--- config.mk ---
export PLATFORM = sky130hd
export DESIGN_NAME = can_rx_destuff_flat
export DESIGN_NICKNAME = d
export VERILOG_FILES = /design/src/rtl/can_pkg.sv /design/src/rtl/can_rx_destuff_if.sv /design/src/rtl/can_crc15.sv /design/src/rtl/can_rx_destuff.sv /design/src/flat_wrapper.sv
export SDC_FILE = /design/constraint.sdc
export NUM_CORES = 1
export LEC_CHECK = 0
export BUFFER_PORTS_ARGS = -buffer_cell sky130_fd_sc_hd__buf_4
export CAP_MARGIN = 20
export CORE_UTILIZATION = 48
export DETAILED_ROUTE_END_ITERATION = 10
export HOLD_SLACK_MARGIN = 0.05
export PLACE_DENSITY = 0.74
export SYNTH_ARGS = -nofsm -noshare
export SYNTH_HDL_FRONTEND = slang
export SYNTH_SLANG_ARGS = --single-unit
--- constraint.sdc ---
create_clock -name i_can_clk -period 1.45 [get_ports i_can_clk]
set_clock_uncertainty 0.05 [all_clocks]
set_input_delay 0 -clock i_can_clk [delete_from_list [all_inputs] [get_ports i_can_clk]]
set_output_delay 0 -clock i_can_clk [all_outputs]
set_load 0.1 [all_outputs]
--- src/rtl/can_pkg.sv ---
// Shared CAN constants, bit classification type and the CRC-15 step function.
package can_pkg;

  localparam int                   CAN_CRC_W     = 15;
  localparam logic [CAN_CRC_W-1:0] CAN_CRC_POLY  = 15'h4599;
  localparam int                   CAN_STUFF_LEN = 5;
  localparam int                   CAN_IDLE_BITS = 11;

  // How a sampled bit is treated by the destuffer.
  typedef enum logic [1:0] {
    BIT_PASS,   // outside the stuffed region: forwarded unchecked
    BIT_DATA,   // inside the stuffed region: forwarded, extends the run
    BIT_STUFF   // inside the stuffed region: dropped, checked for polarity
  } bit_cls_e;

  // One serial CRC-15 step; the x^15 term of the polynomial is implicit.
  function automatic logic [CAN_CRC_W-1:0] crc15_step(
    input logic [CAN_CRC_W-1:0] crc,
    input logic                 b,
    input logic [CAN_CRC_W-1:0] poly
  );
    logic nxt;
    nxt = b ^ crc[CAN_CRC_W-1];
    return {crc[CAN_CRC_W-2:0], 1'b0} ^ (nxt ? poly : '0);
  endfunction

endpackage

--- src/rtl/can_rx_destuff_if.sv ---
// Bit-stream bus between the bit-timing / frame-decoder side and the destuffer.
interface can_rx_destuff_if;
  import can_pkg::*;

  logic                 i_samp_tick;
  logic                 i_rx_bit;
  logic                 i_destuff_en;
  logic                 i_crc_en;
  logic                 i_crc_clr;
  logic                 i_err_clr;
  logic                 o_bit_valid;
  logic                 o_bit;
  logic                 o_stuff_bit;
  logic                 o_stuff_err;
  logic [CAN_CRC_W-1:0] o_crc;
  logic                 o_crc_zero;
  logic                 o_bus_idle;

  // Upstream / decoder side.
  modport master (
    output i_samp_tick, i_rx_bit, i_destuff_en, i_crc_en, i_crc_clr, i_err_clr,
    input  o_bit_valid, o_bit, o_stuff_bit, o_stuff_err, o_crc, o_crc_zero, o_bus_idle
  );

  // Destuffer side.
  modport slave (
    input  i_samp_tick, i_rx_bit, i_destuff_en, i_crc_en, i_crc_clr, i_err_clr,
    output o_bit_valid, o_bit, o_stuff_bit, o_stuff_err, o_crc, o_crc_zero, o_bus_idle
  );
endinterface

--- src/rtl/can_crc15.sv ---
// Serial CRC-15 register with synchronous clear; shared by the RX and TX paths.
module can_crc15
  import can_pkg::*;
#(
  parameter logic [CAN_CRC_W-1:0] POLY = CAN_CRC_POLY
) (
  input  logic                 i_can_clk,
  input  logic                 i_reset,
  input  logic                 i_clr,
  input  logic                 i_en,
  input  logic                 i_bit,
  output logic [CAN_CRC_W-1:0] o_crc
);

  logic [CAN_CRC_W-1:0] crc_q, crc_d;

  // Clear beats accumulate so a bit arriving with the clear is not folded in.
  always_comb begin
    crc_d = crc_q;
    if (i_clr)     crc_d = '0;
    else if (i_en) crc_d = crc15_step(crc_q, i_bit, POLY);
  end

  // CRC state register.
  always_ff @(posedge i_can_clk or negedge i_reset) begin
    if (!i_reset) crc_q <= '0;
    else          crc_q <= crc_d;
  end

  assign o_crc = crc_q;

endmodule

--- src/rtl/can_rx_destuff.sv ---
// CAN receive destuffer: drops stuff bits, flags stuff errors, runs CRC-15
// over the de-stuffed bits and watches for bus idle.
module can_rx_destuff
  import can_pkg::*;
#(
  parameter int                   STUFF_LEN = CAN_STUFF_LEN,
  parameter int                   IDLE_BITS = CAN_IDLE_BITS,
  parameter logic [CAN_CRC_W-1:0] CRC_POLY  = CAN_CRC_POLY
) (
  input  logic              i_can_clk,
  input  logic              i_reset,
  can_rx_destuff_if.slave   bus
);

  localparam logic [2:0] STUFF_CNT = 3'(STUFF_LEN);
  localparam logic [3:0] IDLE_CNT  = 4'(IDLE_BITS);

  bit_cls_e             cls;
  logic [2:0]           run_cnt_q, run_cnt_d;
  logic                 run_val_q, run_val_d;
  logic [3:0]           idle_cnt_q, idle_cnt_d;
  logic                 bit_valid_q, bit_valid_d;
  logic                 bit_q, bit_d;
  logic                 stuff_bit_q, stuff_bit_d;
  logic                 stuff_err_q, stuff_err_d;
  logic                 bus_idle_q, bus_idle_d;
  logic                 viol;
  logic [CAN_CRC_W-1:0] crc;
  logic                 rx;

  assign rx = bus.i_rx_bit;

  // Classify the current sample: a full run inside the stuffed region means stuff bit.
  always_comb begin
    cls = BIT_PASS;
    if (bus.i_destuff_en) cls = (run_cnt_q == STUFF_CNT) ? BIT_STUFF : BIT_DATA;
  end

  // Next-state for run tracking, strobes, sticky error and idle counter.
  always_comb begin
    run_cnt_d   = run_cnt_q;
    run_val_d   = run_val_q;
    bit_valid_d = 1'b0;
    bit_d       = bit_q;
    stuff_bit_d = 1'b0;
    viol        = 1'b0;
    idle_cnt_d  = idle_cnt_q;
    if (bus.i_samp_tick) begin
      case (cls)
        BIT_PASS: begin
          run_cnt_d   = '0;
          bit_valid_d = 1'b1;
          bit_d       = rx;
        end
        BIT_DATA: begin
          bit_valid_d = 1'b1;
          bit_d       = rx;
          if (run_cnt_q == 3'd0 || rx != run_val_q) begin
            run_cnt_d = 3'd1;
            run_val_d = rx;
          end else begin
            run_cnt_d = run_cnt_q + 3'd1;
          end
        end
        default: begin
          // The stuff bit itself opens the next run whatever its polarity.
          stuff_bit_d = 1'b1;
          viol        = (rx == run_val_q);
          run_cnt_d   = 3'd1;
          run_val_d   = rx;
        end
      endcase
      if (rx) idle_cnt_d = (idle_cnt_q == IDLE_CNT) ? idle_cnt_q : idle_cnt_q + 4'd1;
      else    idle_cnt_d = '0;
    end
    // A fresh violation outranks a clear on the same cycle.
    stuff_err_d = viol | (stuff_err_q & ~bus.i_err_clr);
    bus_idle_d  = (idle_cnt_d == IDLE_CNT);
  end

  // State and output registers.
  always_ff @(posedge i_can_clk or negedge i_reset) begin
    if (!i_reset) begin
      run_cnt_q   <= '0;
      run_val_q   <= 1'b1;
      idle_cnt_q  <= '0;
      bit_valid_q <= 1'b0;
      bit_q       <= 1'b1;
      stuff_bit_q <= 1'b0;
      stuff_err_q <= 1'b0;
      bus_idle_q  <= 1'b0;
    end else begin
      run_cnt_q   <= run_cnt_d;
      run_val_q   <= run_val_d;
      idle_cnt_q  <= idle_cnt_d;
      bit_valid_q <= bit_valid_d;
      bit_q       <= bit_d;
      stuff_bit_q <= stuff_bit_d;
      stuff_err_q <= stuff_err_d;
      bus_idle_q  <= bus_idle_d;
    end
  end

  // Only emitted data bits are accumulated; stuff bits never reach the CRC.
  can_crc15 #(.POLY(CRC_POLY)) u_crc (
    .i_can_clk (i_can_clk),
    .i_reset   (i_reset),
    .i_clr     (bus.i_crc_clr),
    .i_en      (bit_valid_d & bus.i_crc_en),
    .i_bit     (rx),
    .o_crc     (crc)
  );

  assign bus.o_bit_valid = bit_valid_q;
  assign bus.o_bit       = bit_q;
  assign bus.o_stuff_bit = stuff_bit_q;
  assign bus.o_stuff_err = stuff_err_q;
  assign bus.o_crc       = crc;
  assign bus.o_crc_zero  = (crc == '0);
  assign bus.o_bus_idle  = bus_idle_q;

endmodule

--- src/flat_wrapper.sv ---
// flat-port wrapper written by rule: the top's interface ports become plain ports
module can_rx_destuff_flat import can_pkg::*;
#(
  parameter int                   STUFF_LEN = CAN_STUFF_LEN,
  parameter int                   IDLE_BITS = CAN_IDLE_BITS,
  parameter logic [CAN_CRC_W-1:0] CRC_POLY  = CAN_CRC_POLY
)
  (i_can_clk, i_reset, bus_i_samp_tick, bus_i_rx_bit, bus_i_destuff_en, bus_i_crc_en, bus_i_crc_clr, bus_i_err_clr, bus_o_bit_valid, bus_o_bit, bus_o_stuff_bit, bus_o_stuff_err, bus_o_crc, bus_o_crc_zero, bus_o_bus_idle);
  can_rx_destuff_if bus_i ();
  input  logic i_can_clk;
  input  logic i_reset;
  input wire logic [$bits(bus_i.i_samp_tick)-1:0] bus_i_samp_tick;
  input wire logic [$bits(bus_i.i_rx_bit)-1:0] bus_i_rx_bit;
  input wire logic [$bits(bus_i.i_destuff_en)-1:0] bus_i_destuff_en;
  input wire logic [$bits(bus_i.i_crc_en)-1:0] bus_i_crc_en;
  input wire logic [$bits(bus_i.i_crc_clr)-1:0] bus_i_crc_clr;
  input wire logic [$bits(bus_i.i_err_clr)-1:0] bus_i_err_clr;
  output wire logic [$bits(bus_i.o_bit_valid)-1:0] bus_o_bit_valid;
  output wire logic [$bits(bus_i.o_bit)-1:0] bus_o_bit;
  output wire logic [$bits(bus_i.o_stuff_bit)-1:0] bus_o_stuff_bit;
  output wire logic [$bits(bus_i.o_stuff_err)-1:0] bus_o_stuff_err;
  output wire logic [$bits(bus_i.o_crc)-1:0] bus_o_crc;
  output wire logic [$bits(bus_i.o_crc_zero)-1:0] bus_o_crc_zero;
  output wire logic [$bits(bus_i.o_bus_idle)-1:0] bus_o_bus_idle;
  assign bus_i.i_samp_tick = bus_i_samp_tick;
  assign bus_i.i_rx_bit = bus_i_rx_bit;
  assign bus_i.i_destuff_en = bus_i_destuff_en;
  assign bus_i.i_crc_en = bus_i_crc_en;
  assign bus_i.i_crc_clr = bus_i_crc_clr;
  assign bus_i.i_err_clr = bus_i_err_clr;
  assign bus_o_bit_valid = bus_i.o_bit_valid;
  assign bus_o_bit = bus_i.o_bit;
  assign bus_o_stuff_bit = bus_i.o_stuff_bit;
  assign bus_o_stuff_err = bus_i.o_stuff_err;
  assign bus_o_crc = bus_i.o_crc;
  assign bus_o_crc_zero = bus_i.o_crc_zero;
  assign bus_o_bus_idle = bus_i.o_bus_idle;
  can_rx_destuff #(.STUFF_LEN(STUFF_LEN), .IDLE_BITS(IDLE_BITS), .CRC_POLY(CRC_POLY)) u_core (.i_can_clk(i_can_clk), .i_reset(i_reset), .bus(bus_i));
endmodule
==> qor.csv <==
metric,value,unit
CP required,1.40,ns
full die area,0.003185,mm^2
Critical Path Fanout Max,2,
# Max-Cap Violations,0,
CTS H-tree lvls,1,
most frequent cell after synthesis,nand2_1,
Worst R2R Setup Slack,0.05,ns
largest net degree at the start of global routing,29,
WP depth,3,
synthesized area per cell,9.744,um^2
Area Overhead vs Synth,34.30,%
clock tree from TritonCTS,yes,
Mapped Area,0.001423,mm^2
cell taking the most area after synthesis,dfrtp_1,
floorplan row count,19,
Worst-Skew Late Latency,0.33,ns
Arrival @ worst endpoint,1.52,ns
Syn. warnings,0,
asr flop ratio synth,100.0,%
Die X,56.44,um
Synth Instances,146,
Crit. End Element,output port,
min-delay worst type,primary input to asynchronous set/reset pin,
Nets,201,
WL/cell,15.22,um
WS Path Type,register to output port,
Detailed Routing Iterations Pass 1,4,
detailed-route vias per instance,5.781,
DRC viols,0,
n_diodes,0,
failing checks,negative setup slack,
tightest hold margin,0.04558,ns
via count,1266,
number of library cell types mapped by synthesis,40,
RR Startpoint,u_core.run_cnt_q[0],
Slew headroom,76.66,%
vias in the first global route,1199,
Max Root-Sink Buffers,2,
"top cells by count, synth","34 x nand2_1, 26 x dfrtp_1, 14 x a21oi_1, 7 x inv_1",
first-pass GRT wire length,5326,um
worst-margin pin slew,0.3501,ns
Lkg Pwr,0.8478,nW
status,finished with violations,
initial antenna violation count,0,
FF-to-FF path depth,5,
Setup WS pre-CTS,0.04289,ns
share of cells above drive strength 1,34.57,%
Finished Core Util,68.69,%
Seq cells post-synth,28,
Overflow after GRT,0,
Final min period,1.572,ns
CP top delay family,simple AND/OR/NAND/NOR gates,
Detail Placement HPWL,2176,um
f_max,0.6362,GHz
Tcrit/Tclk final,108.4,%
Synth Flop Type,dfrtp_1,
Chip Height,56.44,um
maximum ir drop on the vdd rail,0.9605,mV
core area,0.002781,mm^2
syn nets,158,
"slowest stage delay, CP",0.44,ns
RSZ-0062 raised after global routing,true,
area share of the largest cell type after synthesis,45.73,%
post-route ant nets,0,
CTS Buf Count,3,
Final Hold Vio Count,0,
top post-synthesis cells by area,"dfrtp_1 46%, nand2_1 9.0%, a21oi_1 4.9%",
post-synthesis sequential area ratio,49.43,%
clock-pin slew on the worst setup and hold paths,0.16,ns
Setup crit start kind,register,
final setup fails,1,
root buf cell,clkbuf_4,
Power per Cell Area,1028,mW/mm^2
slowest CP cell,dfrtp_2,
FF-to-FF End,u_core.run_cnt_q[0],
RD Place Congestion,0.7788,
final max-slew violation count,0,
Setup TNS Final,-0.1218,ns
DRT iter0 DRCs,60,
post-route setup slack,-0.1218,ns
Routed WL,3333,um
CP bufs+invs,1,
CP Cell Sequence,"nor4_2, and4_4, buf_12",
I/O pins,29,
GR Util All Layers,21.47,%
port bufs,28,
clk sink count,28,
Post-synth EDFFs,0,
Starting Density,51.15,%
placed cells by master (no fill, tap or decap), types with 2 or more instances in the layout:
master	instances
buf_4	36
dfstp_2	2
nor2_1	4
nor4_4	2
ha_1	2
o21ai_0	4
xor2_1	3
nand3_1	5
and3_1	2
dfrtp_2	7
inv_1	6
clkbuf_4	3
a21oi_1	13
xnor2_1	5
dlygate4sd3_1	7
and3_4	2
nand2_1	34
nand4_1	2
nor3_1	2
o22ai_1	2
dfrtp_1	19
flip-flops by register name, summed over array words and instances (netlist names):
register,count
u_core.idle_cnt_q,4
u_core.run_val_q,1
u_core.bus.o_bit_valid,1
u_core.bus.o_bus_idle,1
u_core.bus.o_stuff_err,1
u_core.bus.o_bit,1
u_core.run_cnt_q,3
u_core.u_crc.o_crc,15
u_core.bus.o_stuff_bit,1
metal layers:
metal	track usage, %	share of wire (%)	vias up
li1	-	-	590
met3	3.687	5.2	12
met2	34.12	50	48
met4	11.15	2.3	0
met5	0	0	-
met1	28.07	43	616
where the power goes:
part           switching (mW)  leakage (nW)  internal (mW)
logic                   0.369         0.457          0.201
registers              0.0532         0.363          0.829
clock network           0.232        0.0279          0.280
layout make-up:
| class | instances | area, um^2 |
|---|---|---|
| clock buffers | 3 | 22.52 |
| clock inverters | 1 | 30.03 |
| fillers | 217 | 870.8 |
| inverters | 7 | 26.28 |
| multi-input cells | 105 | 720.7 |
| flip-flops and latches | 28 | 711.9 |
| well taps | 31 | 38.79 |
| repair buffers | 44 | 360.3 |
worst max path at each step:
stage                            from               endpoint  slack, ns
2_1_floorplan   u_core.u_crc.o_crc[8]         bus_o_crc_zero      -0.16
3_3_place_gp    u_core.u_crc.o_crc[6]         bus_o_crc_zero        0.1
3_5_place_dp      u_core.run_cnt_q[0]  u_core.u_crc.o_crc[0]       0.04
4_1_cts        u_core.u_crc.o_crc[12]         bus_o_crc_zero      -0.12
5_1_grt        u_core.u_crc.o_crc[12]         bus_o_crc_zero      -0.20
6_report       u_core.u_crc.o_crc[14]         bus_o_crc_zero      -0.12
per-stage QoR:
stage | std cells | area [um^2] | total power [mW]
3_5_place_dp | 202 | 1667 | 1.395
2_1_floorplan | 146 | 1436 | 1.265
4_1_cts | 218 | 1858 | 1.949
6_report | 219 | 1911 | 1.965
5_1_grt | 219 | 1911 | 2.057
3_3_place_gp | 202 | 1667 | 1.381
cells by family after synthesis:
kind of cell / share of synthesized area [%]
AND/OR/NAND/NOR: 20.67
AO/OA/AOI/OAI: 13.46
flip-flops: 49.43
buffers and inverters: 5.277
XOR/XNOR: 6.861
adder cells (fa/ha/maj): 3.518
multiplexers: 0.7915
what timing repair did:
item	4_1_cts	5_1_grt
setup endpoints to repair	1	12
setup buffers	5	0
gates resized for setup	6	7
hold buffers	7	0
cloned	0	1
pin swaps	1	3
hold endpoints to repair	55	0
(Power assumes the default switching activity.)
